**src/rtl/mult_seq_ctrl.sv**
```systemverilog
// mult_seq_ctrl: WIDTH x WIDTH unsigned multiplier sequencer. It shares one external
// combinational 2x2 core and visits every 2-bit digit pair of the operands, one pair
// per cycle, accumulating the shifted partial products.
// The optional macro MULT_EARLY_ZERO_EN skips the RUN phase when either operand is zero.
module mult_seq_ctrl #(
    parameter int unsigned WIDTH = 8
) (
    input  logic                 clk,
    input  logic                 rst,
    input  logic                 in_valid,
    output logic                 in_ready,
    input  logic [WIDTH-1:0]     a,
    input  logic [WIDTH-1:0]     b,
    output logic                 out_valid,
    input  logic                 out_ready,
    output logic [2*WIDTH-1:0]   result,
    output logic [1:0]           core_a,
    output logic [1:0]           core_b,
    input  logic [3:0]           core_result
);

    localparam int unsigned N     = WIDTH / 2;
    localparam int unsigned ACC_W = 2 * WIDTH;
    localparam int unsigned IDX_W = (N > 1) ? $clog2(N) : 1;
    localparam int unsigned SH_W  = IDX_W + 2;
    localparam logic [IDX_W-1:0] LAST_IDX = IDX_W'(N - 1);

    typedef enum logic [1:0] {
        ST_IDLE = 2'd0,
        ST_RUN  = 2'd1,
        ST_DONE = 2'd2
    } state_e;

    state_e             state_q;
    logic [WIDTH-1:0]   op_a_q;
    logic [WIDTH-1:0]   op_b_q;
    logic [ACC_W-1:0]   acc_q;
    logic [IDX_W-1:0]   i_q;
    logic [IDX_W-1:0]   j_q;
    logic               in_ready_q;
    logic               out_valid_q;
    logic [1:0]         core_a_q;
    logic [1:0]         core_b_q;

    logic [IDX_W-1:0]   i_d;
    logic [IDX_W-1:0]   j_d;
    logic [ACC_W-1:0]   acc_d;
    logic [SH_W-1:0]    shamt_c;
    logic               last_c;
    logic               early_zero_c;

    // Select 2-bit digit idx of an operand.
    function automatic logic [1:0] digit(input logic [WIDTH-1:0] op,
                                         input logic [IDX_W-1:0] idx);
        return 2'(op >> {idx, 1'b0});
    endfunction

`ifdef MULT_EARLY_ZERO_EN
    assign early_zero_c = (a == '0) || (b == '0);
`else
    assign early_zero_c = 1'b0;
`endif

    // Digit-pair walk and accumulation of the current shifted partial product.
    always_comb begin
        last_c  = (i_q == LAST_IDX) && (j_q == LAST_IDX);
        i_d     = i_q;
        j_d     = j_q + IDX_W'(1);
        if (j_q == LAST_IDX) begin
            j_d = '0;
            i_d = i_q + IDX_W'(1);
        end
        shamt_c = {1'b0, i_q, 1'b0} + {1'b0, j_q, 1'b0};
        acc_d   = acc_q + (ACC_W'(core_result) << shamt_c);
    end

    // Control FSM with registered handshake and core-operand outputs.
    always_ff @(posedge clk or posedge rst) begin
        if (rst) begin
            state_q     <= ST_IDLE;
            op_a_q      <= '0;
            op_b_q      <= '0;
            acc_q       <= '0;
            i_q         <= '0;
            j_q         <= '0;
            in_ready_q  <= 1'b1;
            out_valid_q <= 1'b0;
            core_a_q    <= '0;
            core_b_q    <= '0;
        end else begin
            case (state_q)
                ST_IDLE: begin
                    if (in_valid) begin
                        op_a_q     <= a;
                        op_b_q     <= b;
                        acc_q      <= '0;
                        i_q        <= '0;
                        j_q        <= '0;
                        in_ready_q <= 1'b0;
                        if (early_zero_c) begin
                            state_q     <= ST_DONE;
                            out_valid_q <= 1'b1;
                        end else begin
                            state_q  <= ST_RUN;
                            core_a_q <= a[1:0];
                            core_b_q <= b[1:0];
                        end
                    end
                end
                ST_RUN: begin
                    acc_q <= acc_d;
                    if (last_c) begin
                        state_q     <= ST_DONE;
                        out_valid_q <= 1'b1;
                        i_q         <= '0;
                        j_q         <= '0;
                        core_a_q    <= '0;
                        core_b_q    <= '0;
                    end else begin
                        i_q      <= i_d;
                        j_q      <= j_d;
                        core_a_q <= digit(op_a_q, i_d);
                        core_b_q <= digit(op_b_q, j_d);
                    end
                end
                ST_DONE: begin
                    if (out_ready) begin
                        state_q     <= ST_IDLE;
                        out_valid_q <= 1'b0;
                        in_ready_q  <= 1'b1;
                    end
                end
                default: begin
                    state_q     <= ST_IDLE;
                    in_ready_q  <= 1'b1;
                    out_valid_q <= 1'b0;
                    core_a_q    <= '0;
                    core_b_q    <= '0;
                end
            endcase
        end
    end

    assign in_ready  = in_ready_q;
    assign out_valid = out_valid_q;
    assign result    = acc_q;
    assign core_a    = core_a_q;
    assign core_b    = core_b_q;

endmodule

```
**config.mk**
```make
export PLATFORM = sky130hd
export DESIGN_NAME = mult_seq_ctrl
export DESIGN_NICKNAME = d
export VERILOG_FILES = /design/src/rtl/mult_seq_ctrl.sv
export SDC_FILE = /design/constraint.sdc
export NUM_CORES = 1
export LEC_CHECK = 0
export ABC_AREA = 0
export ABC_CLOCK_PERIOD_IN_PS = 5730
export CORE_MARGIN = 1
export CORE_UTILIZATION = 54
export CTS_CLUSTER_SIZE = 8
export DETAILED_ROUTE_END_ITERATION = 6
export GPL_TIMING_DRIVEN = 0
export HOLD_SLACK_MARGIN = 0.02
export PLACE_DENSITY = 0.81
export SYNTH_ARGS = -nofsm -noshare
export SYNTH_HDL_FRONTEND = slang
export SYNTH_SLANG_ARGS = --single-unit
```
**constraint.sdc**
```tcl
create_clock -name clk -period 5.73 [get_ports clk]
set_clock_uncertainty 0.1 [all_clocks]
set_input_delay 1.146 -clock clk [delete_from_list [all_inputs] [get_ports clk]]
set_output_delay 1.146 -clock clk [all_outputs]
set_load 0.1 [all_outputs]
```
==> reports/results.ini <==
[clocking]
cts_max_level = 2
cts_tree = yes
clk_pin_slew_ns = 0.09
cts.path.max_buffers = 2
cts_buffers = 5
hold_buffers = 0
clock_latency_ns = 0.30
cts_root_buf = clkbuf_8
ctsResizeCount = 0
postCtsSetupBuffers = 0
cts.sinks = 44

[die]
die-height_um = 74.1
rows = 25
fp.dieW_um = 74.1
die-area_um2 = 5500
initial_core_util = 0.576
core_region_area_um2 = 4880
io_pins = 46

[logic_synthesis]
synth.top_cell.area_share = 0.383
ys_seq_area_frac = 0.392
yosysWarnings = 0
synth_common_cells = dfrtp_1 (43), nor2_1 (33), o21ai_0 (20), ha_1 (18), inv_1 (18)
synthFlopType = dfrtp_1
synth_edf_count = 0
syn_avg_cell_area_um2 = 9.59
netlist_top_cells_area = dfrtp_1 (38%), ha_1 (8.0%), mux2_2 (6.4%)
yosysTopAreaCell = dfrtp_1
yosysMostFrequentCell = dfrtp_1
synth_cell_types = 51
synthArstFlopShare = 1.00
syn_nets = 337
synth-seq-cells = 44
syn_area_um2 = 2810
synthCells = 293

[worst_setup_path]
critPathCapture = result[12]
ff2ff_setup_slack_ns = 1.90
cp_cell_sequence = inv_1 -> fa_1 -> clkbuf_1 -> nand2_1 -> nor2_1 -> ha_1 -> inv_1 -> fa_1 -> nor2b_1 -> o31a_1 -> o31ai_2 -> a21o_1 -> a2111o_1 -> nand3_1
critPathLaunchType = flop
ff2ff_path_depth = 14
crit_buf_inv = 3
crit_path_end_kind = flop
crit_slowest_cell = fa_1
crit_required_ns = 5.87
cp_slowest_stage_delay_ns = 0.55
crit_start = i_q[1]
crit_type = flop to flop
r2r-start = i_q[1]
cp_max_fo = 9
reg2reg_to = result[12]
arrival_ns = 3.98
worstSetupPathDepth = 14
cp_top_family = adder cells

[routing]
drc = 0
drt_wl_total_mm = 6.40
drt_iter0_drc = 198
ant_nets = 0
via_count = 2440
via_per_inst = 5.89
avgRoutedWirePerCell_um = 15.4
drt_first_pass_iters = 4

[sta]
max_freq_mhz = 261
finalCriticalPeriod_ns = 3.83
slew_violations = 0
worst_pin_slew_ns = 0.975
relSlewSlack = 0.348
finalSetupViolCount = 0
finalHoldViolations = 0
setup_tns_ns = 0
min_period_over_period = 0.669
rsz0062_at_grt = false

[outcome]
status = completed

[layout]
nNetsFinal = 390
diodes = 0
drive_gt1_frac = 0.112
syn_to_final_growth_pct = 24.0

[place]
gp_congestion = 0.927
dpl.hpwl_mm = 4.85
io_buffers = 45

[flow_run]
maxCapViolations = 0

[global_route]
grt_max_degree = 35
grt_pass1_wl_mm = 10.5
grt_pass1_vias = 2286
grt-ovfl-total = 0
track_usage = 0.253
grt_antenna_before_repair = 0

[min_path]
hold_path_class = flop to flop

## cell families after synthesis
| group | count (synthesis) | share of synthesized area |
|---|---|---|
| DFF | 44 | 0.392 |
| adders and majority gates | 20 | 0.0944 |
| buffers and inverters | 30 | 0.0414 |
| xor gates and xnor gates | 4 | 0.0125 |
| muxes | 23 | 0.0980 |
| AOI/OAI and AO/OA | 86 | 0.220 |
| and+or+nand+nor | 86 | 0.142 |
## per-stage QoR
| step | hold slack, ns | util | cells | area (um^2) | setup slack [ns] |
|---|---|---|---|---|---|
| 2_1_floorplan | 0.375 | - | 293 | 2810 | 2.37 |
| 3_3_place_gp | 0.384 | 0.685 | 405 | 3340 | 1.68 |
| 3_5_place_dp | 0.391 | 0.689 | 406 | 3360 | 1.64 |
| 4_1_cts | 0.410 | 0.714 | 414 | 3490 | 1.95 |
| 5_1_grt | 0.437 | 0.714 | 414 | 3490 | 1.66 |
| 6_report | 0.405 | 0.714 | 414 | 3490 | 1.90 |
## registers in the layout, indices dropped and copies added, names as in the netlist
register / cells
op_a_q: 8
j_q: 2
in_ready: 1
core_a: 2
result: 16
op_b_q: 8
i_q: 2
out_valid: 1
state_q: 2
core_b: 2
## routing by layer
metal	up-vias	part of all wire	track usage
met4	0	0.013	0.0855
met1	1182	0.45	0.324
met5	-	0	0
met3	8	0.041	0.0379
met2	67	0.49	0.436
li1	1183	-	-
## tightest hold or removal path, stage by stage, from the launching register on
cell and delay [ns]:
dfstp_2 0.38, nor2_1 0.08, a21oi_1 0.05
## area by class of cell
cell class | count | area (um^2)
multi-input combinational | 219 | 1590
fill | 373 | 1390
sequential | 44 | 1100
timing repair buffer | 46 | 470
tap | 67 | 83.8
clock buffer | 6 | 82.6
inverter | 18 | 67.6
buffer | 12 | 48.8
clock inverter | 2 | 38.8
## worst min path at each step
stage | start | endpoint | slack, ns | cells after the start
after CTS | in_ready | in_ready | 0.41 | 2
after global placement | in_ready | in_ready | 0.38 | 2
after global routing | op_b_q[6] | op_b_q[6] | 0.44 | 1
after floorplan | op_b_q[4] | op_b_q[4] | 0.38 | 1
after detailed placement | op_a_q[2] | op_a_q[2] | 0.39 | 1
final | in_ready | in_ready | 0.40 | 2
## layout by cell type (no fill, tap or decap), types with 2 or more instances in the layout
cell,synthesis,layout
and3_1,3,3
o21a_1,3,3
o31a_1,2,2
mux2_2,16,16
or2_2,3,3
o22ai_1,5,5
a21oi_1,11,11
inv_1,18,17
a2111o_1,2,2
ha_1,18,18
nor2b_1,3,3
nand2_1,17,17
buf_2,3,3
nand3_1,7,7
a21o_1,4,4
clkdlybuf4s50_1,0,45
a21boi_1,2,2
o21ai_0,20,20
xnor2_1,3,3
fa_1,2,2
a32o_1,6,6
o211ai_1,3,3
or3_1,4,4
nor2_1,33,33
dfrtp_1,43,43
a31oi_1,5,5
nor3_1,7,7
mux4_2,2,2
clkbuf_1,9,9
o32ai_1,2,2
a22o_1,3,3
nand2b_1,6,6
clkbuf_8,0,6
a211oi_1,5,5
mux2i_1,5,5
Power is not shown: default switching activity piles up to over one toggle a cycle in this logic, so the estimate is an artifact.
